===== src/rtl/vc_sched6.sv =====
// -----------------------------------------------------------------------------
// vc_sched6 -- oldest-first scheduler sharing one router output port among six
// virtual channels.
//
// Each cycle the eligible VC (head flit present, downstream credit available)
// with the smallest injection timestamp is popped into a one-entry output
// register. A VC that has waited STARVE_LIMIT cycles overrides the age choice.
// The output register hands off to switch traversal with valid/ready.
//
// Ports
//   clk         rising-edge clock
//   rst_n       asynchronous active-low reset
//   req_valid   [5:0]  VC i holds a head flit
//   req_time    [6*TIME_WIDTH-1:0]  head-flit timestamp of VC i at [i*TIME_WIDTH +: TIME_WIDTH]
//   credit_ret  [5:0]  one-cycle pulse returns one downstream credit for VC i
//   out_ready   downstream accepts the output register this cycle
//   req_pop     [5:0]  combinational one-hot pop of the granted VC's head flit
//   out_valid   output register holds a granted flit
//   out_vc      index of the granted VC
//   out_time    timestamp of the granted flit
//   credit_err  sticky: credit returned to a VC whose counter was already full
// -----------------------------------------------------------------------------
module vc_sched6 #(
   parameter int TIME_WIDTH     = 8,
   parameter int VC_INDEX_WIDTH = 3,
   parameter int CREDIT_DEPTH   = 4,
   parameter int STARVE_LIMIT   = 15
) (
   input  logic                        clk,
   input  logic                        rst_n,
   input  logic [5:0]                  req_valid,
   input  logic [6*TIME_WIDTH-1:0]     req_time,
   input  logic [5:0]                  credit_ret,
   input  logic                        out_ready,
   output logic [5:0]                  req_pop,
   output logic                        out_valid,
   output logic [VC_INDEX_WIDTH-1:0]   out_vc,
   output logic [TIME_WIDTH-1:0]       out_time,
   output logic                        credit_err
);

   localparam int NUM_VC = 6;
   localparam int CRED_W = 3;   // holds 0..7
   localparam int WAIT_W = 8;   // holds 0..255

   typedef logic [CRED_W-1:0]         cred_t;
   typedef logic [WAIT_W-1:0]         wait_t;
   typedef logic [VC_INDEX_WIDTH-1:0] vc_t;
   typedef logic [TIME_WIDTH-1:0]     time_t;

   localparam cred_t CRED_FULL = cred_t'(CREDIT_DEPTH);
   localparam wait_t WAIT_MAX  = wait_t'(STARVE_LIMIT);

   cred_t credit_q [NUM_VC];
   cred_t credit_d [NUM_VC];
   wait_t wait_q   [NUM_VC];
   wait_t wait_d   [NUM_VC];

   logic  out_valid_q, out_valid_d;
   vc_t   out_vc_q,    out_vc_d;
   time_t out_time_q,  out_time_d;
   logic  credit_err_q, credit_err_d;

   logic [NUM_VC-1:0] elig;
   logic [NUM_VC-1:0] grant_vec;
   logic              load;
   logic              any_elig;
   logic              starve_found;
   vc_t               age_idx;
   vc_t               starve_idx;
   vc_t               sel_idx;
   time_t             best_time;
   time_t             sel_time;

   // Arbitration: starvation override first, otherwise minimum timestamp.
   always_comb begin
      load         = !out_valid_q || out_ready;
      elig         = '0;
      any_elig     = 1'b0;
      age_idx      = '0;
      best_time    = '0;
      starve_found = 1'b0;
      starve_idx   = '0;

      for (int i = 0; i < NUM_VC; i++) begin
         elig[i] = req_valid[i] && (credit_q[i] != '0);
      end

      // Strict less-than keeps the lower index on ties.
      for (int i = 0; i < NUM_VC; i++) begin
         if (elig[i]) begin
            if (!any_elig || (req_time[i*TIME_WIDTH +: TIME_WIDTH] < best_time)) begin
               age_idx   = vc_t'(i);
               best_time = req_time[i*TIME_WIDTH +: TIME_WIDTH];
            end
            any_elig = 1'b1;
         end
      end

      // Scan downward so the lowest starving index is the one left standing.
      for (int i = NUM_VC - 1; i >= 0; i--) begin
         if (elig[i] && (wait_q[i] == WAIT_MAX)) begin
            starve_found = 1'b1;
            starve_idx   = vc_t'(i);
         end
      end

      sel_idx  = starve_found ? starve_idx : age_idx;
      sel_time = req_time[int'(sel_idx)*TIME_WIDTH +: TIME_WIDTH];

      grant_vec = '0;
      if (load && any_elig && rst_n) begin
         grant_vec[sel_idx] = 1'b1;
      end
   end

   // Output register, credit counters and wait counters.
   always_comb begin
      out_valid_d  = out_valid_q;
      out_vc_d     = out_vc_q;
      out_time_d   = out_time_q;
      credit_err_d = credit_err_q;

      if (load) begin
         out_valid_d = any_elig;
         if (any_elig) begin
            out_vc_d   = sel_idx;
            out_time_d = sel_time;
         end
      end

      for (int i = 0; i < NUM_VC; i++) begin
         credit_d[i] = credit_q[i];
         case ({grant_vec[i], credit_ret[i]})
            2'b10:   credit_d[i] = credit_q[i] - cred_t'(1);
            2'b01: begin
               // A return on a full counter is an upstream protocol error; keep the count.
               if (credit_q[i] == CRED_FULL) begin
                  credit_err_d = 1'b1;
               end else begin
                  credit_d[i] = credit_q[i] + cred_t'(1);
               end
            end
            default: credit_d[i] = credit_q[i];
         endcase

         // Waiting counts even while credit-starved or while the output is stalled.
         if (!req_valid[i] || grant_vec[i]) begin
            wait_d[i] = '0;
         end else if (wait_q[i] != WAIT_MAX) begin
            wait_d[i] = wait_q[i] + wait_t'(1);
         end else begin
            wait_d[i] = wait_q[i];
         end
      end
   end

   always_ff @(posedge clk or negedge rst_n) begin
      if (!rst_n) begin
         out_valid_q  <= 1'b0;
         out_vc_q     <= '0;
         out_time_q   <= '0;
         credit_err_q <= 1'b0;
         for (int i = 0; i < NUM_VC; i++) begin
            credit_q[i] <= CRED_FULL;
            wait_q[i]   <= '0;
         end
      end else begin
         out_valid_q  <= out_valid_d;
         out_vc_q     <= out_vc_d;
         out_time_q   <= out_time_d;
         credit_err_q <= credit_err_d;
         for (int i = 0; i < NUM_VC; i++) begin
            credit_q[i] <= credit_d[i];
            wait_q[i]   <= wait_d[i];
         end
      end
   end

   assign req_pop    = grant_vec;
   assign out_valid  = out_valid_q;
   assign out_vc     = out_vc_q;
   assign out_time   = out_time_q;
   assign credit_err = credit_err_q;

endmodule

===== config.mk =====
export PLATFORM = sky130hd
export DESIGN_NAME = vc_sched6
export DESIGN_NICKNAME = d
export VERILOG_FILES = /design/src/rtl/vc_sched6.sv
export SDC_FILE = /design/constraint.sdc
export NUM_CORES = 1
export LEC_CHECK = 0
export CORE_MARGIN = 2
export CORE_UTILIZATION = 45
export DETAILED_ROUTE_END_ITERATION = 10
export MAX_ROUTING_LAYER = met4
export PLACE_DENSITY = 0.63
export SKIP_CTS_REPAIR_TIMING = 1
export SLEW_MARGIN = 10
export SYNTH_ARGS = -nofsm -noshare
export SYNTH_HDL_FRONTEND = slang
export SYNTH_SLANG_ARGS = --single-unit

===== constraint.sdc =====
create_clock -name clk -period 21.4 [get_ports clk]
set_clock_uncertainty 0.15 [all_clocks]
set_input_delay 4.28 -clock clk [delete_from_list [all_inputs] [get_ports clk]]
set_output_delay 4.28 -clock clk [all_outputs]
set_load 0.05 [all_outputs]

==> flow_summary.yaml, run 1 <==
logic_synthesis:
  syn-instance-count: 724
  synth_top_area_share_pct: 29.1
  synthFlopType: "dfrtp_1"
  syn_area_mm2: 0.00627
  synthTopCellsByArea: "dfrtp_1 (29%), ha_1 (7.4%), mux2i_1 (4.5%), nor2_1 (4.0%), nand2_1 (4.0%)"
  ys_types: 80
  syn_nets: 830
  ys_seq_elements: 79
  synth-seq-area-share_pct: 31.7
  synth_top_cell_by_area: "dfrtp_1"
  syn_area_per_cell_um2: 8.66
  synth_edf_count: 0
  ys_warn_count: 0
  async_flop_share_pct: 100
worst_setup_path:
  crit_fanout: 16
  cp_top_family: "compound AO/OA/AOI/OAI gates"
  path_buf_inv: 6
  crit_path_end_kind: "output port"
  critPathRequiredTime_ps: 16970
  cp-start-kind: "primary input"
  slowest_stage: "clkdlybuf4s50_1"
  critPathMaxStageDelay_ps: 820
  path_class: "primary input to output port"
  cp_data_arrival_time_ps: 16080
place:
  hpwl_um: 14100
  place_area_mm2: 0.00721
  dp_slack_ps: 851
  port_buffers: 81
  gp_congestion: 1.05
  dp_cells: 966
layout:
  utilization_pct: 55.1
  fin_nets: 903
  fin_cells: 982
  area_delta_synth_final_pct: 20.7
  fin_area_mm2: 0.00757
  drive_gt1_share_pct: 8.35
  layout.cells.most_common: "clkdlybuf4s50_1"
  diodes: 0
  mostFrequentLayoutCells: "clkdlybuf4s50_1 (78), dfrtp_1 (73), nor2_1 (67)"
timing:
  rsz0062_at_grt: "no"
  fin_setup_tns_ps: 0
  finalHoldViolCount: 0
  maxSlewViolCount: 0
  final.period_utilization_pct: 95.8
  max_freq_ghz: 0.0488
  slew_headroom_pct: 23.9
  whs_ps: 332
  fin_crit_ps: 20510
  final-setup-viol-count: 0
  worst_slack_ps: 894
  tightest_slew_ps: 1140
routing:
  wl_per_cell_um: 18.7
  via_per_inst: 5.95
  drc_errors: 0
  drt-total-wl_um: 18400
  dr.pass1.iters: 9
  via_count: 5845
  drt_iter0_markers: 398
  ant_nets: 0
outcome:
  status: "finished clean"
floorplan:
  num_rows: 43
  fp.dieW_um: 122
  dieArea_mm2: 0.0149
  pin_count: 82
  core_mm2: 0.0137
  fp.dieH_um: 122
  start_util_pct: 45.7
power:
  cellLeakagePower_nw: 3.29
  powerDensity_mw_per_mm2: 130
  ir_drop_v: 0.0000624
  power_mw: 0.983
hold_path:
  holdCritPathClass: "register to register"
clock_network:
  clk_pin_slew_worst_paths_ps: 70
  cts_tree: "yes"
  clk_path_buf_depth: 2
  cts.sinks: 79
  clkLatencyLatePin_ps: 350
  htree_levels: 3
  cts-root-buf: "clkbuf_16"
  cts_buffers: 9
global_routing:
  grt_max_degree: 73
  grt_pass1_wl_um: 29300
  grt_pass1_vias: 5639
  track_usage_pct: 26.1
  grt_overflow: 0
  grt_antenna_before_repair: 0
run:
  max_cap_viol_count: 0
-- tightest hold or removal path, cell delays in order, from the launching register on --
cell     delay (ps)
dfrtp_1         340
nand2_1          50
o21ai_0          60
-- kinds of logic after synthesis --
| family | count (synthesis) | share of synthesized area (%) |
|---|---|---|
| buf+inv | 54 | 3.61 |
| mux | 37 | 6.09 |
| flops | 79 | 31.7 |
| compound gates | 201 | 22.3 |
| fa+ha+maj | 44 | 9.46 |
| simple gates | 279 | 22.7 |
| xor+xnor | 30 | 4.19 |
-- path summary, 6_finish.rpt --
check                                         start  depth (start not counted)                  endpoint  slack, ps
max reg2reg                credit_q[17]$_DFFE_PN1P_                         50   credit_q[7]$_DFFE_PN0P_       9080
min                           out_vc[1]$_DFFE_PN0P_                          2     out_vc[1]$_DFFE_PN0P_        330
min in group asynchronous                     rst_n                          1  credit_q[10]$_DFFE_PN0P_       3600
max                                    req_valid[0]                         49                req_pop[0]        890
min reg2reg                   out_vc[1]$_DFFE_PN0P_                          2     out_vc[1]$_DFFE_PN0P_        330
max in group asynchronous                     rst_n                          2    wait_q[16]$_DFFE_PN0P_      16360
-- cell usage after synthesis, types with 14 or more instances --
master   number
nor3_1       15
dfrtp_1      73
mux2i_1      28
and3_1       14
nand3_1      34
o21ai_0      46
nor2_1       67
nor2b_1      14
xnor2_1      18
nand2_1      66
inv_1        30
ha_1         37
a21oi_1      45
-- per-layer routing --
| layer | track usage, % | up-vias | part of all wire, % | wire length [um] |
|---|---|---|---|---|
| met3 | 4.12 | 32 | 4.9 | 903 |
| met2 | 40.9 | 177 | 47 | 8640 |
| met5 | - | - | 0 | 0 |
| li1 | - | 2821 | - | - |
| met4 | 9.63 | 0 | 2.5 | 450 |
| met1 | 34.3 | 2815 | 46 | 8360 |
-- layout make-up --
| type | instances | area (um^2) |
|---|---|---|
| clock buffer | 9 | 225 |
| clock inverter | 7 | 120 |
| fill | 1255 | 6150 |
| inverter | 33 | 124 |
| multi-input combinational | 591 | 4060 |
| sequential | 79 | 1980 |
| tap | 180 | 225 |
| timing repair buffer | 83 | 828 |
-- power breakdown --
group / switching [mW] / leakage, nW / internal (mW) / total, mW
combinational: 0.343 / 2.11 / 0.221 / 0.564
sequential: 0.0484 / 1.01 / 0.191 / 0.239
clock: 0.0658 / 0.171 / 0.115 / 0.180
total: 0.457 / 3.29 / 0.526 / 0.983
-- sequential cells by signal, summed over array words and instances, names as in the netlist --
register    count
wait_q         48
credit_q       18
credit_err      1
out_valid       1
out_time        8
out_vc          3
Power figures use the tool's default switching activity.
==> run 2: changes to the inputs <==
- PLACE_DENSITY: 0.63 -> 0.66
- clock period: 21.4 -> 16.5 ns (I/O delays scaled with it)
==> run 2 against run 1 <==
  * Combinational power increased by 63%
  * Routed wire length increased by 4.3%
  * Critical path depth grew 2
  * Utilization grew 5.3 points
  * Cell area up 9.6%
  * Via count is 6.1% higher
  * Die area is the same
  * Highest routed layer unchanged
  * Worst setup slack worse by 530 ps
  * Sequential cell count stayed put
  * Clock power up 18%
  * Hold slack gained 15 ps
  * Cell count grew 5.3%
==> flow_summary.yaml, run 2 (synthesized netlist as in run 1, its figures left out) <==
outcome:
  status: "finished clean"
layout:
  fin_nets: 955
  diodes: 0
  utilization_pct: 60.5
  regMostFlops: "wait_q"
  mostFrequentLayoutCells: "dfrtp_1 (73), clkdlybuf4s50_1 (73), nor2_1 (66)"
  drive_gt1_share_pct: 19.1
  area_delta_synth_final_pct: 32.3
  largest_reg_flops: 48
  fin_cells: 1034
timing:
  worst_slack_ps: 368
  whs_ps: 347
  max_freq_ghz: 0.0620
  final-setup-viol-count: 0
  tightest_slew_ps: 1020
  slew_headroom_pct: 31.8
  fin_crit_ps: 16130
  final.period_utilization_pct: 97.8
  finalHoldViolCount: 0
  maxSlewViolCount: 0
power:
  cellLeakagePower_nw: 3.56
  power_mw: 1.44
  ir_drop_v: 0.000106
  powerDensity_mw_per_mm2: 174
routing:
  drt_iter0_markers: 452
  drc_errors: 0
  drt-total-wl_um: 19100
  dr.pass1.iters: 6
  via_per_inst: 6.00
  wl_per_cell_um: 18.5
  via_count: 6201
  ant_nets: 0
clock_network:
  clkLatencyLatePin_ps: 350
  htree_levels: 3
  clk_path_buf_depth: 2
  cts_buffers: 9
  clk_pin_slew_worst_paths_ps: 60
  cts.sinks: 79
  cts-root-buf: "clkbuf_16"
  cts_tree: "yes"
floorplan:
  start_util_pct: 45.7
  num_rows: 43
  fp.dieW_um: 122
  core_mm2: 0.0137
  fp.dieH_um: 122
  dieArea_mm2: 0.0149
  pin_count: 82
hold_path:
  holdCritPathClass: "register to register"
global_routing:
  track_usage_pct: 26.0
  grt_antenna_before_repair: 0
  grt_overflow: 0
  grt_max_degree: 80
  grt_pass1_wl_um: 29100
  grt_pass1_vias: 5951
worst_setup_path:
  path_buf_inv: 8
  cp-start-kind: "primary input"
  slowest_stage: "clkdlybuf4s50_1"
  critPathRequiredTime_ps: 13050
  cp_top_family: "compound AO/OA/AOI/OAI gates"
  path_class: "primary input to output port"
  crit_path_end_kind: "output port"
  cp_common_cell: "nand2_1"
  critPathMaxStageDelay_ps: 540
  cp_data_arrival_time_ps: 12680
  crit_fanout: 7
place:
  hpwl_um: 14500
  dp_cells: 998
  gp_congestion: 0.939
  dp_slack_ps: -252
  port_buffers: 81
run:
  max_cap_viol_count: 0
run 2: power by group:
part | total, mW | switching [mW] | internal (mW)
sequential | 0.309 | 0.0616 | 0.247
combinational | 0.919 | 0.508 | 0.410
clock | 0.212 | 0.0852 | 0.127
total | 1.44 | 0.655 | 0.784
run 2: tightest hold or removal path, cell delays in order, from the launching register on:
cell     delay (ps)
dfrtp_1         350
nand2_1          50
o21ai_0          60
run 2: path summary, 6_finish.rpt:
kind                                           from  slack [ps]  cells past startpoint                  endpoint
max                                     req_time[6]         370                     51                req_pop[3]
min                           out_vc[1]$_DFFE_PN0P_         350                      2     out_vc[1]$_DFFE_PN0P_
max reg2reg                credit_q[17]$_DFFE_PN1P_        5230                     54  credit_q[10]$_DFFE_PN0P_
min reg2reg                   out_vc[1]$_DFFE_PN0P_         350                      2     out_vc[1]$_DFFE_PN0P_
max in group asynchronous                     rst_n       12450                      2    wait_q[16]$_DFFE_PN0P_
min in group asynchronous                     rst_n        3100                      2    wait_q[29]$_DFFE_PN0P_
run 2: per-stage QoR:
step	instance area, um^2	setup TNS [ps]
5_1_grt	8290	-256
3_3_place_gp	7500	-45.2
2_1_floorplan	6270	0
3_5_place_dp	7500	-1180
4_1_cts	7820	-1280
6_report	8290	0
run 2: per-layer routing:
layer	up-vias	wire, um	global-route usage [%]
li1	2922	-	-
met1	3007	8460	33.4
met2	234	8910	40.7
met3	38	1170	4.59
met4	0	592	10.7
met5	-	0	-
run 2: area by class of cell:
cell class | count | area, um^2
inverters | 33 | 129
flip-flops and latches | 79 | 1980
fillers | 1199 | 5430
multi-input cells | 591 | 4330
clock buffers | 11 | 253
clock inverters | 5 | 62.6
repair buffers | 135 | 1310
well taps | 180 | 225
